<file path="src/rtl/sp_ram_pkg.sv">
// Shared types and helpers for the byte-enable single-port RAM.
package sp_ram_pkg;

  typedef enum logic {
    ST_CLEAR = 1'b0,
    ST_IDLE  = 1'b1
  } state_t;

  localparam int RDW_OLD = 0;
  localparam int RDW_NEW = 1;

  // Widest word the merge helper handles; callers size-cast in and out.
  localparam int MERGE_W = 1024;
  localparam int MBE_W   = MERGE_W / 8;

  function automatic logic [MERGE_W-1:0] byte_merge(
    input logic [MERGE_W-1:0] old_w,
    input logic [MERGE_W-1:0] new_w,
    input logic [MBE_W-1:0]   be
  );
    logic [MERGE_W-1:0] r;
    r = old_w;
    for (int k = 0; k < MBE_W; k++) begin
      if (be[k]) r[8*k +: 8] = new_w[8*k +: 8];
    end
    return r;
  endfunction

endpackage

</file>
<file path="src/rtl/sp_ram_be.sv">
// Single-port byte-enable RAM with registered read data and a
// self-clearing sweep after reset or on a clr request.
module sp_ram_be
  import sp_ram_pkg::*;
#(
  parameter int DATA_W   = 32,
  parameter int ADDR_W   = 6,
  parameter int RDW_MODE = 0
) (
  input  logic                  clk,
  input  logic                  rst,
  input  logic                  req,
  input  logic                  we,
  input  logic [DATA_W/8-1:0]   be,
  input  logic [ADDR_W-1:0]     addr,
  input  logic [DATA_W-1:0]     din,
  input  logic                  clr,
  output logic [DATA_W-1:0]     dout,
  output logic                  dout_valid,
  output logic                  ready
);

  localparam int BE_W  = DATA_W / 8;
  localparam int DEPTH = 2 ** ADDR_W;

  state_t              state, state_nx;
  logic [ADDR_W-1:0]   cnt;
  logic                clearing;
  logic                acc;
  logic                mem_wr;
  logic [ADDR_W-1:0]   mem_addr;
  logic [DATA_W-1:0]   mem_wd;
  logic [BE_W-1:0]     mem_be;
  logic [DATA_W-1:0]   merged;

  logic [DATA_W-1:0]   mem [DEPTH];

  assign clearing = (state == ST_CLEAR);
  assign acc      = req && ready && !clr && (state == ST_IDLE);

  always_comb begin
    state_nx = state;
    case (state)
      ST_CLEAR: if (cnt == {ADDR_W{1'b1}}) state_nx = ST_IDLE;
      ST_IDLE:  if (clr) state_nx = ST_CLEAR;
      default:  state_nx = ST_CLEAR;
    endcase
  end

  // The sweep and user writes share the one port; the sweep owns it in CLEAR.
  assign mem_addr = clearing ? cnt : addr;
  assign mem_wd   = clearing ? '0 : din;
  assign mem_be   = clearing ? '1 : be;
  assign mem_wr   = !rst && (clearing || (acc && we));

  assign merged = DATA_W'(byte_merge(MERGE_W'(mem[addr]), MERGE_W'(din), MBE_W'(be)));

  always_ff @(posedge clk) begin
    if (mem_wr) begin
      for (int k = 0; k < BE_W; k++) begin
        if (mem_be[k]) mem[mem_addr][8*k +: 8] <= mem_wd[8*k +: 8];
      end
    end
  end

  always_ff @(posedge clk) begin
    if (rst) begin
      state      <= ST_CLEAR;
      cnt        <= '0;
      dout       <= '0;
      dout_valid <= 1'b0;
      ready      <= 1'b0;
    end else begin
      state      <= state_nx;
      ready      <= (state_nx == ST_IDLE);
      dout_valid <= acc;
      if (clearing) cnt <= cnt + 1'b1;
      if (acc) dout <= (RDW_MODE == RDW_NEW && we) ? merged : mem[addr];
    end
  end

endmodule

</file>
<file path="config.mk">
export PLATFORM = sky130hd
export DESIGN_NAME = sp_ram_be
export DESIGN_NICKNAME = d
export VERILOG_FILES = /design/src/rtl/sp_ram_pkg.sv /design/src/rtl/sp_ram_be.sv
export SDC_FILE = /design/constraint.sdc
export NUM_CORES = 2
export LEC_CHECK = 0
export ABC_AREA = 0
export BUFFER_PORTS_ARGS = -buffer_cell sky130_fd_sc_hd__buf_2
export CAP_MARGIN = 0
export CORE_MARGIN = 2
export CORE_UTILIZATION = 39
export DETAILED_ROUTE_END_ITERATION = 8
export SLEW_MARGIN = 20
export SYNTH_ARGS = -nofsm -noshare
export SYNTH_HDL_FRONTEND = slang
export SYNTH_SLANG_ARGS = --single-unit
</file>
<file path="constraint.sdc">
create_clock -name clk -period 3.46 [get_ports clk]
set_input_delay 0.519 -clock clk [delete_from_list [all_inputs] [get_ports clk]]
set_output_delay 0.519 -clock clk [all_outputs]
set_load 0.1 [all_outputs]
</file>
# Word level (Yosys, flattened, before mapping)
# Memories as Yosys holds them, arrays and structs flattened. A register that Yosys moved wholly into a read port is not among the register bits.
# Index checks and enable logic that the tools add are counted.
# W data, S select, Z words.
dict set report totals {
  input_bits 47
  mem_bits_rw 2048
  n_memories 1
  output_inout_bits 34
  register_bits 8
  wordCells 33
}
dict set report op_classes {
  n_addsub 1
  bitwise 1
  muxes 18
  eq_ne 1
  reduce_logical 8
}
# name words word_bits read_ports rd_ports_with_merged_regs wr line_no
set memory_table {}
lappend memory_table {mem 64 32 1 1 1 sp_ram_be.sv:36} ;# logic [DATA_W-1:0] mem [DEPTH];
# op n
set op_table {}
lappend op_table {{$mux W32} 1}
lappend op_table {{$mux W1} 14}
lappend op_table {{$add A6 B1 Y6 const B} 1}
lappend op_table {{$eq A6 B6 Y1 const B} 1}
lappend op_table {{$mux W6} 1}
lappend op_table {{$logic_and A1 B1 Y1} 5}
lappend op_table {{$mux W4} 1}
lappend op_table {{$logic_not A1 Y1} 2}
lappend op_table {{$pmux W1 S2} 1}
lappend op_table {{$logic_or A1 B1 Y1} 1}
lappend op_table {{$not A1 Y1} 1}

# Longest topological paths before layout
dict set report depth {
  depth_word 8
  depth_mapped 11
}

# Worst setup path before layout
# Ideal clock, no wire load.
dict set report synth_timing {
  kind {reg-to-reg}
  from {register state}
  to {memory mem[0][10] (data pin)}
  synth_period_minus_slack_ps 3139
  t_arrival_ps 2772
  slack_ps 321
  path_buffers 3
  setup_time_ps 367
  required_time_ps 3093
  stages_incl_launch_ff 5
  cell_sequence {dfxtp_1 > clkbuf_1 > buf_1 > clkbuf_1 > and2_1}
}
dict set report synth_via {
  elab_chain_cells 1
}
# item line_no
set synth_lines {}
lappend synth_lines {{start, declared} sp_ram_be.sv:26} ;# state_t state, state_nx;
lappend synth_lines {{start signal, assigned} sp_ram_be.sv:74} ;# state <= state_nx;
lappend synth_lines {{$mux W32} sp_ram_be.sv:52} ;# assign mem_wd = clearing ? '0 : din;
lappend synth_lines {{named net mem_wd[10]} sp_ram_be.sv:32} ;# logic [DATA_W-1:0] mem_wd;
lappend synth_lines {{end, declared} sp_ram_be.sv:36}
# The timed path passes the listed nets, and every way through them passes these cells.

# Final worst setup path
dict set report layout_timing {
  from {register state}
  to {memory mem[60][3] (enable)}
}
dict set report layout_via {
  elab_chain_cells 8
}
# item line_no
set layout_lines {}
lappend layout_lines {{$logic_and A1 B1 Y1 (2 in series)} --}
lappend layout_lines {{$logic_and A1 B1 Y1} sp_ram_be.sv:39} ;# assign acc = req && ready && !clr && (state == ST_IDLE);
lappend layout_lines {{$logic_and A1 B1 Y1} sp_ram_be.sv:54} ;# assign mem_wr = !rst && (clearing || (acc && we));
lappend layout_lines {{$logic_or A1 B1 Y1} sp_ram_be.sv:54}
lappend layout_lines {{$logic_and A1 B1 Y1} sp_ram_be.sv:54}
lappend layout_lines {{$mux W1} sp_ram_be.sv:59} ;# if (mem_wr) begin
lappend layout_lines {{$mux W1 (implied by the code)} sp_ram_be.sv:61} ;# if (mem_be[k]) mem[mem_addr][8*k +: 8] <= mem_wd[8*k +: 8];
# Parallel ways exist; a longest one is shown, timed or not.

==> impl_metrics.tcl <==
set metrics [dict create \
    cpMostUsedCell "buf_4" \
    fmax_mhz 303.1 \
    insertion_delay_ns 0.86 \
    synthArstFlopShare 0 \
    cts_buffer_depth 3 \
    synth_xor_area_frac 0.0005391 \
    crit_required_ns 3.93 \
    switching_share 0.2112 \
    setup_viol 0 \
    start_kind "flop" \
    clock_skew_ns 0.03120 \
    synth_seq_cells 2088 \
    crit_buf_inv 3 \
    clkPwrFrac 0.425 \
    worstMarginPinSlew_ns 1.229 \
    nFillCells 17510 \
    wl_per_cell_um 32.69 \
    fin_ws_ns 0.1613 \
    grt.busiest_layer "met2" \
    multi_input_area_mm2 0.01789 \
    cts_root_buffer "clkbuf_16" \
    grt_usage 0.2255 \
    use_met1 0.3090 \
    synth_area_per_cell_um2 20.42 \
    cp_top_family "simple AND/OR/NAND/NOR gates" \
    switching_power_mw 10.86 \
    power_frac_comb 0.041 \
    cts.htree.levels 4 \
    seq_area_frac_synth 0.7669 \
    hold_viol_final 0 \
    cts_tree "done" \
    min_path_type "input pin to flop" \
    seqPwrFrac 0.533 \
    crit_path_top_delay_cell "nor2_1" \
    end_kind "flop" \
    grt_pass1_wl_um 333200 \
    io_pins 81 \
    status "completed" \
    rsz0062_at_grt "false" \
    firstDrtPassIters 7 \
    drt_iter0_drc 6214 \
    grt_max_degree 65 \
    grt_overflow 0 \
    synth_compound_area_frac 0.03518 \
    use_met2 0.3448 \
    synth_nets 4027 \
    finalNonFillerCells 7343 \
    core_area_mm2 0.2071 \
    final_net_count 4429 \
    die_area_mm2 0.2120 \
    syn_area_mm2 0.08123 \
    crit_type "flop to flop" \
    path_cells "buf_4, a22oi_1, nor2_2, buf_12, nand2_1, buf_4, nor2_1" \
    powerDensity_mw_per_mm2 548.6 \
    period_minus_slack_ns 3.299 \
    ff_latch_area_mm2 0.06230 \
    vias 42720 \
    io_buffers 80 \
    numCtsBuffers 201 \
    drive_gt1_frac 0.2855 \
    path_max_fanout 19 \
    grt_pass1_vias 41900 \
    synth_edf_count 2048 \
    yosys.area_share.simple 0.02882 \
    drt-total-wl_um 240000 \
    ys_types 54 \
    ys_warn_count 0 \
    power_leakage_nw 32.67 \
    pre_cts_slack_ns 0.2007 \
    num_rows 167 \
    synth_mux_area_frac 0.1529 \
    internal_power_mw 40.58 \
    dp_cells 6963 \
    antenna_found_initial 6 \
    clk_pin_slew_ns 0.06 \
    dp_hpwl_um 157100 \
    drc 0 \
    synth_top_family_by_area "multiplexers" \
    slowest_delay_ns 0.81 \
    slew_headroom 0.1778 \
    maxCapViolCount 0 \
    synth_fa_ha_area_frac 0.0001540 \
    use_met3 0.04404 \
    gp_congestion 0.9254 \
    period_share 0.9534 \
    cp.arrival_ns 3.77 \
    die_x_um 460.4 \
    report.final.slew_viol_count 0 \
    cts_num_sinks 2088 \
    start_util 0.3923 \
    synth_cells 3979 \
    ir_drop_v 0.0005669 \
    route.antenna.remaining_nets 0 \
    drt-vias-per-instance 5.818 \
    final.setup.tns_ns 0 \
    ys.flop_type "edfxtp_1" \
    die_y_um 460.4 \
    syn2layout_area_growth_pct 15.43 \
]
[worst paths after layout]
path | slack, ns | start | cells past startpoint | end
max | 0.16 | state | 7 | mem[60][3]
min | 0.08 | rst | 2 | cnt[2]
max reg2reg | 0.16 | state | 7 | mem[60][3]
min reg2reg | 0.53 | dout[18] | 2 | dout[18]
[stage by stage]
step	power, mW	util	instance area, µm²	hold slack (ns)
finish	51.44	0.4529	93770	0.07509
global route	52.65	0.4528	93760	0.04983
CTS	51.67	0.4526	93720	0.02003
detailed placement	30.08	0.4211	87190	0.5410
global placement	30.07	0.4209	87150	0.5353
floorplan	29.26	-	81230	0.5086
[worst register-to-register path, cell delays in order (launching register included)]
cell,delay (ns)
dfxtp_2,0.62
buf_4,0.35
a22oi_1,0.16
nor2_2,0.19
buf_12,0.14
nand2_1,0.34
buf_4,0.29
nor2_1,0.81
[per-layer routing]
layer / up-vias / part of all wire
met2: 2164 / 0.46
li1: 17280 / -
met3: 463 / 0.086
met1: 22800 / 0.40
met4: 12 / 0.054
met5: - / 0.00085
[cell type report]
| type | instances | area share |
|---|---|---|
| flip-flops and latches | 2088 | 0.6644 |
| multi-input cells | 1652 | 0.1908 |
| clock buffers | 246 | 0.05652 |
| repair buffers | 433 | 0.03784 |
| well taps | 2788 | 0.03720 |
| clock inverters | 126 | 0.01286 |
| inverters | 5 | 0.0002268 |
| diodes | 5 | 0.0001334 |
[logic make-up after synthesis]
group                    count (synthesis)
AO/OA/AOI/OAI                          406
XOR/XNOR                                 5
adder cells (fa/ha/maj)                  1
buffers and inverters                  239
flip-flops                            2088
multiplexers                           694
AND/OR/NAND/NOR                        546
[cells in the mapped netlist, drive strengths merged, types with 2 or more instances]
master	n	share of area
o22ai	63	0.0049
a221o	2	0.00025
nor2	305	0.014
nand2	136	0.0063
nand3	2	0.00012
clkbuf	103	0.0048
o21a	21	0.0019
o31ai	3	0.00028
and2	41	0.0032
a2111oi	4	0.00043
and3	2	0.00015
mux2	76	0.011
a32oi	11	0.0012
mux4	430	0.12
o21ai	55	0.0034
nor3	7	0.00043
a221oi	37	0.0044
o211ai	3	0.00028
a21oi	55	0.0034
o221ai	46	0.0050
nand4	11	0.00085
nand3b	3	0.00028
a22oi	28	0.0026
a211oi	8	0.00074
nor2b	11	0.00085
nor3b	10	0.00092
buf	131	0.010
a2bb2oi	27	0.0029
nand2b	8	0.00062
inv	4	0.00018
or3b	2	0.00022
dfxtp	40	0.0099
a31oi	33	0.0025
a22o	10	0.0011
mux2i	188	0.023
or3	6	0.00046
xor2	4	0.00043
edfxtp	2048	0.76
[cell usage in the layout (no fill, tap or decap), drive strengths merged, types with 6 or more instances in the layout]
master,Yosys,layout
o21ai,55,55
clkinvlp,0,7
o221ai,46,46
a31oi,33,33
clkinv,1,92
nand2b,8,8
a221oi,37,37
edfxtp,2048,2048
buf,131,431
o21a,21,21
clkbuf,103,246
mux2,76,76
o22ai,63,63
mux4,430,430
a32oi,11,11
inv,4,13
nand2,136,136
a2bb2oi,27,27
a21oi,55,55
nor2,305,305
a22o,10,10
nor2b,11,11
mux2i,188,188
dfxtp,40,40
bufinv,0,19
a211oi,8,8
nor3b,10,10
and2,41,41
nor3,7,7
a22oi,28,28
or3,6,6
nand4,11,11
[repair_timing]
action                    CTS  global route
gates resized for setup     0             0
buffers inserted            0             0
hold endpoints to repair    2             0
hold buffers                2             0
[flip-flops by register name, summed over array words and instances (netlist names)]
signal / flops
mem: 2048
dout: 32
cnt: 6
dout_valid: 1
state: 1
[power groups by stage]
stage | Sequential (mW) | Combinational, mW | Clock (mW)
finish | 27.4 | 2.12 | 21.9
global route | 27.4 | 2.19 | 23.0
CTS | 27.4 | 2.11 | 22.1
detailed placement | 28.0 | 2.11 | 0
global placement | 28.0 | 2.10 | 0
floorplan | 28.0 | 1.29 | 0
(Power assumes the default switching activity.)
